<file path="src/rtl/aud_pkg.sv">
// Shared types and constants for the WM8731 I2S playback path.
package aud_pkg;

  typedef enum logic {S_IDLE, S_SEND} player_state_t;

  localparam int AUD_DATA_W        = 16;
  localparam int AUD_BITS_PER_WORD = 16;

endpackage

</file>
<file path="src/rtl/aud_gain.sv">
// Combinational mute and attenuation: the sample is arithmetically shifted right,
// so it can never overflow and no saturation stage is needed.
module aud_gain
  import aud_pkg::*;
#(
  parameter int DATA_W = AUD_DATA_W
) (
  input  logic signed [DATA_W-1:0] sample,
  input  logic                     mute,
  input  logic        [2:0]        vol_shift,
  output logic signed [DATA_W-1:0] scaled
);

  always_comb begin
    scaled = '0;
    if (!mute) scaled = sample >>> vol_shift;
  end

endmodule

</file>
<file path="src/rtl/aud_player.sv">
// I2S serializer for the WM8731 DACDAT line, clocked by BCLK (one cycle per bit slot).
// Optional AUD_PLAYER_STEREO_DUP_EN repeats the last left sample in the right slot.
//
// state  | meaning
// S_IDLE | line held at 0, waiting for a DACLRCK edge
// S_SEND | shifting the captured word out MSB-first
module aud_player
  import aud_pkg::*;
#(
  parameter int DATA_W = AUD_DATA_W,
  parameter int FCNT_W = 16
) (
  input  logic                     i_clk,
  input  logic                     i_rst_n,
  input  logic                     i_en,
  input  logic                     i_daclrck,
  input  logic signed [DATA_W-1:0] i_dac_data,
  input  logic                     i_mute,
  input  logic        [2:0]        i_vol_shift,
  output logic                     o_aud_dacdat,
  output logic                     o_busy,
  output logic                     o_frame_pulse,
  output logic        [FCNT_W-1:0] o_frame_cnt
);

  localparam int CNT_W = $clog2(DATA_W + 1);

  player_state_t state, state_n;

  logic [DATA_W-1:0] shift_r, shift_n;
  logic [CNT_W-1:0]  bit_cnt, bit_cnt_n;
  logic [FCNT_W-1:0] fcnt_n;
  logic              lrck_d;
  logic              fall;
  logic              dacdat_n, busy_n, pulse_n;
  logic signed [DATA_W-1:0] scaled;

`ifdef AUD_PLAYER_STEREO_DUP_EN
  logic [DATA_W-1:0] hold_r, hold_n;
  logic              rise;
  assign rise = ~lrck_d & i_daclrck;
`endif

  // lrck_d resets low so a DACLRCK already low at reset release is not an edge.
  assign fall = lrck_d & ~i_daclrck;

  aud_gain #(.DATA_W(DATA_W)) u_gain (
    .sample    (i_dac_data),
    .mute      (i_mute),
    .vol_shift (i_vol_shift),
    .scaled    (scaled)
  );

  always_comb begin
    state_n   = state;
    shift_n   = shift_r;
    bit_cnt_n = bit_cnt;
    fcnt_n    = o_frame_cnt;
    dacdat_n  = 1'b0;
    busy_n    = o_busy;
    pulse_n   = 1'b0;
`ifdef AUD_PLAYER_STEREO_DUP_EN
    hold_n    = hold_r;
`endif

    if (fall) begin
      // A left-slot edge always wins, abandoning any word still in flight.
      if (i_en) begin
        dacdat_n  = scaled[DATA_W-1];
        shift_n   = {scaled[DATA_W-2:0], 1'b0};
        bit_cnt_n = CNT_W'(1);
        busy_n    = 1'b1;
        pulse_n   = 1'b1;
        fcnt_n    = o_frame_cnt + FCNT_W'(1);
        state_n   = S_SEND;
`ifdef AUD_PLAYER_STEREO_DUP_EN
        hold_n    = scaled;
`endif
      end else begin
        bit_cnt_n = '0;
        busy_n    = 1'b0;
        state_n   = S_IDLE;
      end
    end else begin
      case (state)
        S_IDLE: begin
          busy_n = 1'b0;
`ifdef AUD_PLAYER_STEREO_DUP_EN
          if (rise) begin
            dacdat_n  = hold_r[DATA_W-1];
            shift_n   = {hold_r[DATA_W-2:0], 1'b0};
            bit_cnt_n = CNT_W'(1);
            busy_n    = 1'b1;
            state_n   = S_SEND;
          end
`endif
        end
        S_SEND: begin
          if (bit_cnt < CNT_W'(DATA_W)) begin
            dacdat_n  = shift_r[DATA_W-1];
            shift_n   = {shift_r[DATA_W-2:0], 1'b0};
            bit_cnt_n = bit_cnt + CNT_W'(1);
          end else begin
            bit_cnt_n = '0;
            busy_n    = 1'b0;
            state_n   = S_IDLE;
          end
        end
        default: state_n = S_IDLE;
      endcase
    end
  end

  always_ff @(posedge i_clk) begin
    if (!i_rst_n) begin
      state         <= S_IDLE;
      shift_r       <= '0;
      bit_cnt       <= '0;
      lrck_d        <= 1'b0;
      o_aud_dacdat  <= 1'b0;
      o_busy        <= 1'b0;
      o_frame_pulse <= 1'b0;
      o_frame_cnt   <= '0;
`ifdef AUD_PLAYER_STEREO_DUP_EN
      hold_r        <= '0;
`endif
    end else begin
      state         <= state_n;
      shift_r       <= shift_n;
      bit_cnt       <= bit_cnt_n;
      lrck_d        <= i_daclrck;
      o_aud_dacdat  <= dacdat_n;
      o_busy        <= busy_n;
      o_frame_pulse <= pulse_n;
      o_frame_cnt   <= fcnt_n;
`ifdef AUD_PLAYER_STEREO_DUP_EN
      hold_r        <= hold_n;
`endif
    end
  end

endmodule

</file>
<file path="config.mk">
export PLATFORM = sky130hd
export DESIGN_NAME = aud_player
export DESIGN_NICKNAME = d
export VERILOG_FILES = /design/src/rtl/aud_pkg.sv /design/src/rtl/aud_gain.sv /design/src/rtl/aud_player.sv
export SDC_FILE = /design/constraint.sdc
export NUM_CORES = 1
export LEC_CHECK = 0
export BUFFER_PORTS_ARGS = -buffer_cell sky130_fd_sc_hd__buf_2
export CORE_UTILIZATION = 35
export DETAILED_ROUTE_END_ITERATION = 7
export PLACE_DENSITY_LB_ADDON = 0.12
export SLEW_MARGIN = 10
export SYNTH_ARGS = -nofsm -noshare
export SYNTH_HDL_FRONTEND = slang
export SYNTH_HIERARCHICAL = 1
export SYNTH_SLANG_ARGS = --single-unit
</file>
<file path="constraint.sdc">
create_clock -name i_clk -period 3.2 [get_ports i_clk]
set_input_delay 0.64 -clock i_clk [delete_from_list [all_inputs] [get_ports i_clk]]
set_output_delay 0.64 -clock i_clk [all_outputs]
set_load 0.005 [all_outputs]
</file>
==> reports/qor_table.md, run 1 <==
| Quantity | Reported |
|:---|:---|
| Number of nets in the finished design | 336 |
| Number of buffers created by CTS | 5 |
| Diode insertion count for antenna repair | 0 |
| Maximum buffer depth of the clock tree | 2 |
| Reg clk slew, reported paths | 0.08 ns |
| Worst EP arrival | 1.93 ns |
| Filler cell count | 665 |
| Final Critical Period | 1.77 ns |
| Routed via count divided by cell count | 5.30 |
| Most common cell after layout, fill and taps aside | buf_2 |
| Post-Synthesis Net Count | 302 |
| Remaining antenna violation count | 0 |
| P_leak | 1.02 nW |
| First-pass GRT wire length | 8.76 mm |
| Initial standard-cell utilization of the core | 36.3% |
| Share of final-layout standard cells stronger than drive strength 1 | 22.3% |
| Number of antenna violations at the first check in global routing | 0 |
| Worst stage delay on the critical path | 0.41 ns |
| Post-synth EDFFs | 0 |
| Total negative slack for setup checks | 0 ns |
| Clock skew | 0.00596 ns |
| CP endpoint kind | flop |
| Post-Synthesis Cells | 276 |
| Worst slew margin relative to its limit | 56.9% |
| Maximum level of the CTS H-tree | 2 |
| Sequential share of the synthesized area | 35.4% |
| Period utilisation layout | 55.4% |
| All-layer global routing usage | 15.3% |
| Total number of clock tree sinks | 41 |
| RSZ-0062 raised after global routing | no |
| Worst Tran Pin Value | 0.646 ns |
| Post-cts hold buffer count | 0 |
| Sum of routed wire length over all layers | 5.26 mm |
| Post-synthesis cell area | 0.00232 sq mm |
| Maximum number of pins on one net before global-route repair | 30 |
| Final weighted congestion of routability-driven global placement | 0.821 |
| Growth of design area from synthesis to finish | 14.1% |
| Areal power density over the cells | 410 mW/mm^2 |
| Clk_lat worst skew | 0.29 ns |
| TritonCTS clock tree | built |
| IO Pins | 43 |
| Critical path launch point type | input port |
| Synth unique cells | 49 |
| Buffers & Inverters on Critical Path | 1 |
| Status | finished, final reports clean |
| Site row count | 29 |
| Biggest fanout along the worst timing path | 17 |
| Top library cells by usage in the layout, fill and taps aside | buf_2 (42), nand2_1 (41), dfxtp_1 (41), nor2_1 (36), a311oi_1 (14) |
| Hold Violations, Final | 0 |
| Number of buffers inserted by post-CTS setup repair | 0 |
| Count of unresolved DRC violations after routing | 0 |
| Avg Cell Area, Syn | 8.40 sq um |
| Via count of the first global-routing pass | 1765 |
| Slowest stage cell on the critical path | mux2_1 |
| Max Clk Rate | 564 MHz |
| DIE WIDTH | 83.4 microns |
| Via count of the routed design | 2050 |
| Highest ir drop seen on vdd | 0.000187 V |
| Area inside the core boundary | 0.00639 sq mm |
| Residual overflow from global routing | 0 |
| Maximum capacitance violations | 0 |
| Top flip-flop cell by instance count after synthesis | dfxtp_1 |
| Number of flip-flops and latches in the synthesized netlist | 41 |
| Kind of path behind the tightest hold check | flop to flop |
| Half-perimeter wire length after placement | 3.90 mm |
| Post-cts gate resize count | 0 |
| Routed len/inst | 13.6 microns |
| Drt pass-1 iters | 4 |
| Root Driver | clkbuf_8 |
| Crit path max-delay family | multiplexers |
| Number of max-slew violations in the final report | 0 |
| Die Outline Area | 0.00695 sq mm |
| Synth async-reset ratio | 0% |
| Cells along the critical path | buf_2, mux2_1, mux2i_1, o22ai_1, nand2_1, a311oi_1 |
| Vertical extent of the die | 83.4 microns |
| Ys Warns | 6 |
| Violation count after the first detailed-route iteration | 73 |
| Total setup violations reported at the end of the flow | 0 |
| # port buffers | 42 |
| Worst Path Required | 3.36 ns |
| Final core utilization | 41.4% |
| Category of the most critical setup path | input port to flop |
-- registers in the layout, indices dropped and copies added (netlist names) --
register / count
bit_cnt: 5
lrck_d: 1
o_aud_dacdat: 1
o_busy: 1
o_frame_cnt: 16
o_frame_pulse: 1
shift_r: 15
state: 1
-- cell families after synthesis --
| logic type | Yosys count | share of synthesized area, % |
|---|---|---|
| adders and majority gates | 2 | 1.08 |
| muxes | 28 | 14.0 |
| AOI/OAI and AO/OA | 50 | 15.0 |
| buffers and inverters | 22 | 5.18 |
| xor gates and xnor gates | 10 | 3.78 |
| DFF | 41 | 35.4 |
| and+or+nand+nor | 123 | 25.5 |
-- worst min-delay path, cell delays in order, from the launching register on --
cell and delay, ns:
dfxtp_1 0.32, nand2_1 0.05, a21oi_1 0.05
-- area by class of cell --
cell class / instances / area, sq um / area share [%]
multi-input cells: 213 / 1380 / 52.0
flip-flops and latches: 41 / 821 / 31.0
clock buffers: 5 / 68.8 / 2.60
repair buffers: 45 / 233 / 8.80
inverters: 4 / 15.0 / 0.568
well taps: 77 / 96.3 / 3.64
clock inverters: 2 / 35.0 / 1.32
-- power breakdown --
part,total [mW],internal [mW],switching (mW)
Sequential,0.533,0.524,0.00936
Clock,0.404,0.227,0.177
Combinational,0.147,0.0647,0.0825
-- metal layers --
metal	vias up	share of wire [%]	track usage [%]
li1	1061	-	-
met1	938	55	23.5
met2	45	40	21.4
met3	6	3.8	3.18
met4	0	1.3	4.23
met5	-	0	0
-- metrics by stage --
stage / instances / instance area [sq um] / hold slack [ns] / power, mW / setup WS (ns)
after floorplan: 276 / 2320 / 0.453 / 0.655 / 1.48
after global placement: 380 / 2540 / 0.453 / 0.693 / 1.15
after detailed placement: 380 / 2540 / 0.453 / 0.692 / 1.14
after CTS: 387 / 2650 / 0.474 / 1.10 / 1.44
after global routing: 387 / 2650 / 0.504 / 1.14 / 1.30
final: 387 / 2650 / 0.469 / 1.08 / 1.43
-- cells in the mapped netlist, types with 6 or more instances --
cell type,n,area [sq um]
o22ai_1,11,68.8
clkbuf_1,7,26.3
mux2_4,6,90.1
nand2_1,41,154
buf_2,8,40.0
nor2_1,36,135
dfxtp_1,41,821
mux2i_1,13,130
nand2b_1,6,37.5
a311oi_1,14,123
a21oi_1,11,55.1
nand3_1,9,45.0
-- final timing paths --
check                              start                           end  slack, ns  cells past startpoint
max                       i_vol_shift[1]      shift_r[11]$_SDFFE_PN0P_       1.43                      6
min                  o_busy$_SDFFE_PN0P_           o_busy$_SDFFE_PN0P_       0.47                      2
max reg2reg  o_frame_cnt[0]$_SDFFE_PN0P_  o_frame_cnt[12]$_SDFFE_PN0P_       1.56                      5
min reg2reg          o_busy$_SDFFE_PN0P_           o_busy$_SDFFE_PN0P_       0.47                      2
Power figures use the tool's default switching activity.
==> run 2, diff against run 1 <==
ABC_AREA = 1   (was unset)
clock period = 1.8 ns   (was 3.2 ns; I/O delays follow)
==> reports/qor_table.md, run 2 <==
| Quantity | Reported | Change |
|:---|:---|:---|
| Post-synthesis cell area | 0.00261 sq mm | +13% |
| Largest registers | o_frame_cnt (16), shift_r (15), bit_cnt (5) |  |
| Most common cell after layout, fill and taps aside | nand2_1 |  |
| Top library cells by usage in the layout, fill and taps aside | nand2_1 (130), nand3_1 (63), nor2_1 (46), buf_2 (42), dfxtp_1 (41) |  |
| Share of Yosys cell area claimed by the top area cell type | 31.4% | -4.0 points |
| Total setup violations reported at the end of the flow | 0 | unchanged |
| Register bank with the most flops | o_frame_cnt |  |
| Maximum buffer depth of the clock tree | 2 | unchanged |
| Post-route cell area | 0.00294 sq mm | +11% |
| Number of nets in the finished design | 464 | +38% |
| Biggest fanout along the worst timing path | 5 | -12 |
| Worst stage delay on the critical path | 0.41 ns | about the same |
| Final cell count without fillers | 538 | +39% |
| Worst hold start | i_daclrck |  |
| Standard cell area after detailed placement | 0.00284 sq mm | +12% |
| Total negative slack for setup checks | 0 ns | unchanged |
| Max Clk Rate | 691 MHz |  |
| Top flip-flop cell by instance count after synthesis | dfxtp_1 |  |
| Number of buffers inserted by post-CTS setup repair | 0 | unchanged |
| Cell accounting for the most synthesized area | dfxtp_1 |  |
| Worst reg2reg path startpoint | o_frame_cnt[0]$_SDFFE_PN0P_ |  |
| Vertical extent of the die | 88.4 microns | +6.0% |
| Critical path launch point type | flop |  |
| Maximum capacitance violations | 0 | unchanged |
| Flip-flop count of the largest register after layout | 16 | unchanged |
| CP endpoint kind | flop |  |
| Violations in the final reports | DRC |  |
| DIE WIDTH | 88.4 microns | +6.0% |
| Final core utilization | 40.8% | -0.66 points |
| Areal power density over the cells | 636 mW/mm^2 | +55% |
| Maximum number of pins on one net before global-route repair | 29 | -3.3% |
| Count of unresolved DRC violations after routing | 2 | +2 |
| Maximum level of the CTS H-tree | 2 | unchanged |
| Worst EP arrival | 1.63 ns | -0.30 ns |
| Cells along the critical path | ha_1, nand3_1, nor2_4, nand3_1, o21ai_0, nor2_1 |  |
| Status | complete, but fails checks |  |
| Total number of clock tree sinks | 41 | unchanged |
| Number of buffers created by CTS | 5 | unchanged |
| Root Driver | clkbuf_8 |  |
| Drt pass-1 iters | 6 | +2 |
| Worst Tran Pin Value | 0.474 ns | -0.173 ns |
| Post-Synthesis Net Count | 426 | +41% |
| Violation count after the first detailed-route iteration | 118 | +62% |
| # port buffers | 42 | unchanged |
| Ys Warns | 6 | unchanged |
| P_leak | 1.41 nW | +38% |
| Post-cts hold buffer count | 0 | unchanged |
| First-pass GRT wire length | 10.5 mm | +20% |
| IO Pins | 43 | unchanged |
| Synth async-reset ratio | 0% | unchanged |
| Category of the most critical setup path | flop to flop |  |
| Largest cells by area after synthesis | dfxtp_1 (31%), nand2_1 (19%), nand3_1 (12%) |  |
| Half-perimeter wire length after placement | 4.64 mm | +19% |
| Filler cell count | 811 | +22% |
| Growth of design area from synthesis to finish | 12.6% |  |
| Footprint of the multi-input gates | 0.00153 sq mm | +11% |
| Final weighted congestion of routability-driven global placement | 0.878 | +6.9% |
| Routed via count divided by cell count | 4.88 | -7.8% |
| Area inside the core boundary | 0.00721 sq mm | +13% |
| Clk_lat worst skew | 0.29 ns | about the same |
| Number of antenna violations at the first check in global routing | 0 | unchanged |
| Register cell area after layout | 821 sq um | unchanged |
| Site row count | 31 | +6.9% |
| Remaining antenna violation count | 0 | unchanged |
| Hold-critical path depth | 3 | +1 |
| Kind of path behind the tightest hold check | input port to flop |  |
| Avg Cell Area, Syn | 6.53 sq um | -22% |
| Critical register-to-register path endpoint | o_frame_cnt[12]$_SDFFE_PN0P_ |  |
| Post-cts gate resize count | 0 | unchanged |
| Placed Cells incl. Taps | 530 | +39% |
| Share of final-layout standard cells stronger than drive strength 1 | 17.1% | -5.2 points |
| Number of max-slew violations in the final report | 0 | unchanged |
| Most common cell in the synthesized netlist | nand2_1 |  |
| Number of flip-flops and latches in the synthesized netlist | 41 | unchanged |
| Via count of the first global-routing pass | 2320 | +31% |
| Sum of routed wire length over all layers | 6.17 mm | +17% |
| Total Power | 1.87 mW | +72% |
| Clock skew | 0.00846 ns | +0.00249 ns |
| Final Critical Period | 1.45 ns |  |
| All-layer global routing usage | 16.8% | +1.5 points |
| Via count of the routed design | 2628 | +28% |
| Worst R2R Path Depth | 6 | +1 |
| Sequential share of the synthesized area | 31.4% | -4.0 points |
| Hold endpoint | lrck_d$_SDFF_PN0_ |  |
| Period utilisation layout | 80.4% |  |
| Highest ir drop seen on vdd | 0.000246 V | +32% |
| Reg clk slew, reported paths | 0.08 ns | about the same |
| Residual overflow from global routing | 0 | unchanged |
| Post-Synthesis Cells | 400 | +45% |
| Slowest stage cell on the critical path | dfxtp_1 |  |
| Worst slew margin relative to its limit | 68.4% | +11 points |
| Post-synth EDFFs | 0 | unchanged |
| Initial standard-cell utilization of the core | 36.2% | -0.090 points |
| Hold Violations, Final | 0 | unchanged |
| Worst Path Required | 1.99 ns | -1.37 ns |
| Synth unique cells | 27 | -45% |
| Diode insertion count for antenna repair | 0 | unchanged |
| TritonCTS clock tree | built |  |
| Most common library cells after synthesis | nand2_1 (130), nand3_1 (63), nor2_1 (46) |  |
| Most frequent cell on the critical path | nand3_1 |  |
| Routed len/inst | 11.5 microns | -16% |
| Reg-to-reg setup timing slack | 0.35 ns | -1.21 ns |
| RSZ-0062 raised after global routing | no |  |
| Die Outline Area | 0.00781 sq mm | +12% |
run 2: changes by cell type in the layout (fill, tap and decap cells not counted), sizes merged, moves of 12 or more:
| cell | change |
|---|---|
| o211a | +13 |
| nand3 | +62 |
| a311oi | -14 |
| nor2 | +12 |
| inv | +29 |
| mux2 | -14 |
| mux2i | -14 |
| nand2 | +95 |
run 2: worst max-delay path, delay by kind of cell (launching register included):
kind / cells / cell delay (ns)
fa+ha+maj: 1 / 0.22
compound gates: 1 / 0.18
flops: 1 / 0.41
simple gates: 4 / 0.53
run 2: power by group:
group / switching, mW / internal (mW) / total [mW]
Sequential: 0.0138 / 0.931 / 0.944
Clock: 0.315 / 0.311 / 0.626
Combinational: 0.189 / 0.109 / 0.299
Total: 0.518 / 1.35 / 1.87
run 2: cell families (layout without fill, tap and decap cells):
group                    after synthesis  count (layout)  share of synthesized area [%]
AND/OR/NAND/NOR                      262             262                           45.5
buffers and inverters                 47              86                           9.92
AO/OA/AOI/OAI                         46              46                           11.5
flip-flops                            41              41                           31.4
adder cells (fa/ha/maj)                2               2                          0.958
XOR/XNOR                               2               2                          0.671
run 2: cell type report:
cell class	instances	share of cell area, %
tap	99	4.21
clock buffer	6	2.81
multi-input combinational	312	52.1
sequential	41	27.9
inverter	32	4.34
timing repair buffer	46	8.17
clock inverter	2	0.468
run 2: through the flow:
step / hold WS (ns) / setup slack, ns
floorplan: 0.437 / 0.506
global placement: 0.466 / 0.151
detailed placement: 0.468 / 0.170
CTS: 0.316 / 0.334
global route: 0.330 / 0.214
finish: 0.330 / 0.354
run 2: layer usage:
layer	vias up	track usage, %	share of wire [%]
met4	0	3.08	0.39
met1	1209	23.9	52
met2	31	26.9	45
met5	-	0	0
li1	1386	-	-
met3	2	3.08	2.8
run 2: how the worst max path moves through the flow:
stage,endpoint,slack [ns],depth (start not counted),start
after CTS,o_frame_cnt[12]$_SDFFE_PN0P_,0.33,6,o_frame_cnt[0]$_SDFFE_PN0P_
after global placement,shift_r[6]$_SDFFE_PN0P_,0.15,11,i_vol_shift[0]
final,o_frame_cnt[12]$_SDFFE_PN0P_,0.35,6,o_frame_cnt[0]$_SDFFE_PN0P_
after floorplan,shift_r[11]$_SDFFE_PN0P_,0.51,11,i_vol_shift[0]
after global routing,o_frame_cnt[12]$_SDFFE_PN0P_,0.21,6,o_frame_cnt[0]$_SDFFE_PN0P_
after detailed placement,shift_r[6]$_SDFFE_PN0P_,0.17,11,i_vol_shift[0]
